`src/rtl/chip_ctrl_driver_pkg.sv`:
```
// Shared encodings for the chip control-pad driver: command ops, FSM states
// and the peristaltic pump step table.
package chip_ctrl_driver_pkg;

   typedef enum logic [1:0] {
      OpSet   = 2'd0,
      OpPump  = 2'd1,
      OpFlush = 2'd2,
      OpRsvd  = 2'd3
   } cmd_op_e;

   typedef enum logic [1:0] {
      StIdle   = 2'd0,
      StSettle = 2'd1,
      StPump   = 2'd2,
      StFlush  = 2'd3
   } state_e;

   localparam int unsigned NumPumpSteps = 6;

   // All three pump pads pressurized: pump sealed at rest
   localparam logic [2:0] PumpRest = 3'b111;

   // Entry [0] is S0; forward walks upward, reverse walks downward
   localparam logic [NumPumpSteps-1:0][2:0] PumpSteps = {
      3'b001, 3'b011, 3'b010, 3'b110, 3'b100, 3'b101
   };

   function automatic int unsigned max3(input int unsigned a, input int unsigned b,
                                        input int unsigned c);
      int unsigned m;
      m = (a > b) ? a : b;
      return (m > c) ? m : c;
   endfunction

endpackage

```
`src/rtl/chip_pump_stepper.sv`:
```
// Pump step sequencer: holds the step-table index and direction and offers
// the pattern of the neighbouring step so the owner can register it.
module chip_pump_stepper
   import chip_ctrl_driver_pkg::*;
(
   input  logic       clk,
   input  logic       rst_n,
   input  logic       start_i,
   input  logic       dir_i,
   input  logic       step_i,
   output logic [2:0] next_pat_o
);

   logic [2:0] idx_q, idx_d, idx_adv;
   logic       dir_q, dir_d;

   // Neighbour index in the current direction, wrapping at both table ends
   always_comb begin
      if (dir_q) begin
         idx_adv = (idx_q == 3'd0) ? 3'(NumPumpSteps - 1) : idx_q - 3'd1;
      end else begin
         idx_adv = (idx_q == 3'(NumPumpSteps - 1)) ? 3'd0 : idx_q + 3'd1;
      end
   end

   // Start rewinds to S0 and latches direction; step moves to the neighbour
   always_comb begin
      idx_d = idx_q;
      dir_d = dir_q;
      if (start_i) begin
         idx_d = 3'd0;
         dir_d = dir_i;
      end else if (step_i) begin
         idx_d = idx_adv;
      end
   end

   assign next_pat_o = PumpSteps[idx_adv];

   // Index and direction registers
   always_ff @(posedge clk or negedge rst_n) begin
      if (!rst_n) begin
         idx_q <= 3'd0;
         dir_q <= 1'b0;
      end else begin
         idx_q <= idx_d;
         dir_q <= dir_d;
      end
   end

endmodule

```
`src/rtl/chip_ctrl_driver.sv`:
```
// Chip control-pad driver: accepts SET / PUMP / FLUSH commands and sequences
// the valve, pump and flush-vent pads with settle, step and vent hold timing.
module chip_ctrl_driver
   import chip_ctrl_driver_pkg::*;
#(
   parameter int unsigned NUM_VALVES    = 19,
   parameter int unsigned PHASE_CYCLES  = 1000,
   parameter int unsigned SETTLE_CYCLES = 100,
   parameter int unsigned FLUSH_CYCLES  = 500
) (
   input  logic                  clk,
   input  logic                  rst_n,
   input  logic                  cmd_valid,
   output logic                  cmd_ready,
   input  logic [1:0]            cmd_op,
   input  logic [NUM_VALVES-1:0] cmd_mask,
   input  logic [NUM_VALVES-1:0] cmd_data,
   input  logic [15:0]           cmd_count,
   input  logic                  abort,
   output logic [NUM_VALVES-1:0] ctrl_out,
   output logic [2:0]            pump_out,
   output logic [NUM_VALVES-1:0] flush_out,
   output logic                  busy,
   output logic                  done,
   output logic                  err
);

   localparam int unsigned CntW =
      $clog2(max3(PHASE_CYCLES, SETTLE_CYCLES, FLUSH_CYCLES) + 1);

   state_e                state_q, state_d;
   logic [CntW-1:0]       cnt_q, cnt_d;
   logic [2:0]            step_q, step_d;
   logic [15:0]           cyc_q, cyc_d;
   logic [15:0]           count_q, count_d;
   logic [NUM_VALVES-1:0] ctrl_q, ctrl_d;
   logic [2:0]            pump_q, pump_d;
   logic [NUM_VALVES-1:0] flush_q, flush_d;
   logic                  done_q, done_d;
   logic                  err_q, err_d;

   logic       st_start, st_step;
   logic [2:0] st_next_pat;

   chip_pump_stepper u_stepper (
      .clk        (clk),
      .rst_n      (rst_n),
      .start_i    (st_start),
      .dir_i      (cmd_data[0]),
      .step_i     (st_step),
      .next_pat_o (st_next_pat)
   );

   // Command acceptance, hold timing and completion; abort overrides all
   always_comb begin
      state_d  = state_q;
      cnt_d    = cnt_q;
      step_d   = step_q;
      cyc_d    = cyc_q;
      count_d  = count_q;
      ctrl_d   = ctrl_q;
      pump_d   = pump_q;
      flush_d  = flush_q;
      done_d   = 1'b0;
      err_d    = 1'b0;
      st_start = 1'b0;
      st_step  = 1'b0;

      unique case (state_q)
         StIdle: begin
            if (cmd_valid) begin
               unique case (cmd_op_e'(cmd_op))
                  OpSet: begin
                     ctrl_d  = (ctrl_q & ~cmd_mask) | (cmd_data & cmd_mask);
                     cnt_d   = '0;
                     state_d = StSettle;
                  end
                  OpPump: begin
                     if (cmd_count == 16'd0) begin
                        done_d = 1'b1;
                     end else begin
                        st_start = 1'b1;
                        pump_d   = PumpSteps[0];
                        cnt_d    = '0;
                        step_d   = 3'd0;
                        cyc_d    = 16'd0;
                        count_d  = cmd_count;
                        state_d  = StPump;
                     end
                  end
                  OpFlush: begin
                     flush_d = cmd_mask;
                     ctrl_d  = ctrl_q & ~cmd_mask;
                     cnt_d   = '0;
                     state_d = StFlush;
                  end
                  default: begin
                     done_d = 1'b1;
                     err_d  = 1'b1;
                  end
               endcase
            end
         end

         StSettle: begin
            if (cnt_q == CntW'(SETTLE_CYCLES - 1)) begin
               done_d  = 1'b1;
               state_d = StIdle;
            end else begin
               cnt_d = cnt_q + 1'b1;
            end
         end

         StPump: begin
            if (cnt_q == CntW'(PHASE_CYCLES - 1)) begin
               cnt_d = '0;
               if (step_q == 3'(NumPumpSteps - 1)) begin
                  step_d = 3'd0;
                  // count_q is never zero here, so count_q - 1 cannot wrap
                  if (cyc_q == count_q - 16'd1) begin
                     pump_d  = PumpRest;
                     done_d  = 1'b1;
                     state_d = StIdle;
                  end else begin
                     cyc_d   = cyc_q + 16'd1;
                     st_step = 1'b1;
                     pump_d  = st_next_pat;
                  end
               end else begin
                  step_d  = step_q + 3'd1;
                  st_step = 1'b1;
                  pump_d  = st_next_pat;
               end
            end else begin
               cnt_d = cnt_q + 1'b1;
            end
         end

         StFlush: begin
            if (cnt_q == CntW'(FLUSH_CYCLES - 1)) begin
               flush_d = '0;
               done_d  = 1'b1;
               state_d = StIdle;
            end else begin
               cnt_d = cnt_q + 1'b1;
            end
         end

         default: state_d = StIdle;
      endcase

      // Abort only applies to a running command; valve state is kept as-is
      if (abort && (state_q != StIdle)) begin
         state_d = StIdle;
         ctrl_d  = ctrl_q;
         pump_d  = PumpRest;
         flush_d = '0;
         cnt_d   = '0;
         step_d  = 3'd0;
         cyc_d   = 16'd0;
         st_step = 1'b0;
         done_d  = 1'b1;
         err_d   = 1'b0;
      end
   end

   // State, counters and registered pad outputs
   always_ff @(posedge clk or negedge rst_n) begin
      if (!rst_n) begin
         state_q <= StIdle;
         cnt_q   <= '0;
         step_q  <= 3'd0;
         cyc_q   <= 16'd0;
         count_q <= 16'd0;
         ctrl_q  <= '0;
         pump_q  <= PumpRest;
         flush_q <= '0;
         done_q  <= 1'b0;
         err_q   <= 1'b0;
      end else begin
         state_q <= state_d;
         cnt_q   <= cnt_d;
         step_q  <= step_d;
         cyc_q   <= cyc_d;
         count_q <= count_d;
         ctrl_q  <= ctrl_d;
         pump_q  <= pump_d;
         flush_q <= flush_d;
         done_q  <= done_d;
         err_q   <= err_d;
      end
   end

   assign cmd_ready = (state_q == StIdle);
   assign busy      = ~cmd_ready;
   assign ctrl_out  = ctrl_q;
   assign pump_out  = pump_q;
   assign flush_out = flush_q;
   assign done      = done_q;
   assign err       = err_q;

endmodule

```
`config.mk`:
```
export PLATFORM = sky130hd
export DESIGN_NAME = chip_ctrl_driver
export DESIGN_NICKNAME = d
export VERILOG_FILES = /design/src/rtl/chip_ctrl_driver_pkg.sv /design/src/rtl/chip_pump_stepper.sv /design/src/rtl/chip_ctrl_driver.sv
export SDC_FILE = /design/constraint.sdc
export NUM_CORES = 1
export LEC_CHECK = 0
export BUFFER_PORTS_ARGS = -buffer_cell sky130_fd_sc_hd__buf_4
export CORE_UTILIZATION = 50
export DETAILED_ROUTE_END_ITERATION = 7
export MAX_ROUTING_LAYER = met4
export PLACE_DENSITY = 0.77
export SYNTH_ARGS = -nofsm -noshare
export SYNTH_HDL_FRONTEND = slang
export SYNTH_SLANG_ARGS = --single-unit
```
`constraint.sdc`:
```
create_clock -name clk -period 3.9 [get_ports clk]
set_clock_uncertainty 0.2 [all_clocks]
set_input_delay 0.39 -clock clk [delete_from_list [all_inputs] [get_ports clk]]
set_output_delay 0.39 -clock clk [all_outputs]
set_load 0.05 [all_outputs]
```
==> reports/metrics.yaml <==
status:
  status: "complete, no violations"
synthesis:
  synth_top_area_cell: "dfrtp_1"
  ys_ff_latch: 94
  synth.most_common_cell: "nand2_1"
  synth_edf_count: 0
  yosys_most_used_dff: "dfrtp_1"
  syn-mean-instance-area_um2: 8.44
  syn_nets: 702
  ys_seq_area_frac: 0.441
  ys.warnings.count: 0
  ys_types: 68
  ys_top_cells_by_area: "dfrtp_1, nand2_1, o21ai_0, nand3_1, nand2b_1"
  syn-instance-count: 633
  synthTopCellsByCount: "nand2_1, dfrtp_1, o21ai_0"
  synth_top_area_share: 0.426
  synth_area_um2: 5350
  async_flop_share: 1.00
cts:
  htreeDepth: 3
  path_clk_slew_ps: 110
  cts-hold-fix-buffers: 1
  cts_tree: "done"
  post-cts-setup-buffer-count: 0
  clkLatencyLatePin_ps: 360
  cts_buffers: 9
  cts_max_path_buffers: 2
  post_cts_resized: 0
  clock-sinks: 94
  cts_root_buffer: "clkbuf_8"
global_route:
  grt_pass1_vias: 4980
  grt_pass1_wl_mm: 23.5
  antenna_found_initial: 0
  gr-total-overflow: 0
  grt_max_degree: 70
  grt_usage: 0.272
layout:
  fillCellCount: 886
  fin_nets: 796
  multi_input_area_um2: 2820
  num_antenna_cells: 0
  seqCellArea_um2: 2360
  drive_above_1_share: 0.206
  syn_to_final_growth_pct: 20.6
power_and_ir_drop:
  power.density_nw_per_um2: 705
  power_uw: 4540
  ir_worst_vdd_v: 0.000412
  p_leak_uw: 0.00298
sta:
  fin_hold_ws_ps: 27.1
  slew_violations: 0
  fin_crit_sh: 0.879
  finalHoldViolCount: 0
  max_slew.worst_pin.slew_ps: 894
  slew_headroom: 0.400
  finalSetupViolCount: 0
  rsz0062_at_grt: "no"
  period_minus_slack_ps: 3430
  finalSetupTns_ps: 0
  fmax_mhz: 292
floorplan:
  die-area_um2: 11100
  fp.dieH_um: 105
  initial_utilization: 0.518
  core_area_um2: 10300
  rows: 37
  die-width_um: 105
  pin_count: 105
worst_setup_path:
  crit_type: "reg2reg"
  critPathMaxFanout: 6
  rr_worst_depth: 10
  startpoint_type: "register"
  startpoint: "count_q[0]"
  arrival_ps: 3470
  endpoint_kind: "register"
  r2r_end: "state_q[1]"
  ff2ff_setup_slack_ps: 470
  r2r_start: "count_q[0]"
  crit_path_end: "state_q[1]"
  crit_required_ps: 3940
place:
  hpwl_mm: 10.5
  numPortBuffers: 104
  gp_congestion: 0.857
drt:
  vias: 4994
  drt_pass1_iterations: 5
  drc_errors: 0
  drt_iter0_markers: 235
  routed_wirelength_mm: 14.2
  viasPerCell: 5.75
  wl_per_cell_um: 16.3
  ant_nets: 0
worst_hold_path:
  hp-class: "in2reg"
flow_run:
  maxCapViolCount: 0
layout by cell type, fill, tap and decap left out, types with 6 or more instances in the layout:
cell type and n:
nand4_1 8, nand2b_1 26, xnor2_1 14, o21ai_0 44
mux2i_1 7, nand3_1 36, xor2_1 10, nor4_1 13
inv_1 11, a21oi_1 23, o31ai_1 7, dfrtp_1 91
clkbuf_8 9, buf_4 111, ha_1 9, or4_1 8
nor2b_1 6, and3_1 6, nor2_1 37, or3_1 6
nand2_1 157, nor3_1 13
how the worst min path moves through the flow:
stage,start,to,slack (ps),depth (start not counted)
2_1_floorplan,rst_n,async pin,-110,0
6_report,cmd_count[14],count_q[14],30,3
3_5_place_dp,flush_out[6],flush_out[6],260,2
4_1_cts,cmd_count[14],count_q[14],20,3
3_3_place_gp,flush_out[0],flush_out[0],250,2
5_1_grt,cmd_data[0],u_stepper.dir_q,30,3
cells by family after synthesis:
| family | after synthesis | synth area share |
|---|---|---|
| AO/OA/AOI/OAI | 114 | 0.138 |
| XOR/XNOR | 24 | 0.0393 |
| adder cells (fa/ha/maj) | 9 | 0.0211 |
| buffers and inverters | 40 | 0.0321 |
| flip-flops | 94 | 0.441 |
| multiplexers | 7 | 0.0131 |
| AND/OR/NAND/NOR | 345 | 0.316 |
cell type report:
class	instances	share of cell area
clock buffer	9	0.0192
clock inverter	7	0.0142
inverter	11	0.00641
multi-input combinational	499	0.437
sequential	94	0.366
tap	136	0.0264
timing repair buffer	112	0.131
routing by layer:
layer / vias up / global-route usage / part of all wire
met3: 25 / 0.0297 / 0.044
li1: 2393 / - / -
met4: 0 / 0.114 / 0.023
met2: 159 / 0.454 / 0.50
met1: 2417 / 0.337 / 0.43
met5: - / - / 0
critical path, cell delays in order, from the launching register on:
cell and delay [ps]:
dfrtp_1 450, inv_1 100, ha_1 240, or4b_1 530
nor4_1 370, xnor2_1 190, nand2_1 110, or3_4 440
nor3_2 270, a21oi_1 120, a221o_1 290
report_power, final:
part	switching, uW	total, uW	internal [uW]
combinational	1550	2290	736
sequential	301	1560	1260
clock	385	696	311
total	2240	4540	2310
through the flow:
step	cells	util	cell area, um2	setup WS [ps]
detailed placement	851	0.602	6220	515
finish	868	0.624	6440	473
global placement	851	0.602	6220	708
global route	868	0.624	6440	350
CTS	868	0.624	6440	481
floorplan	633	-	5350	823
No activity file was read; power rests on OpenSTA's default activity.
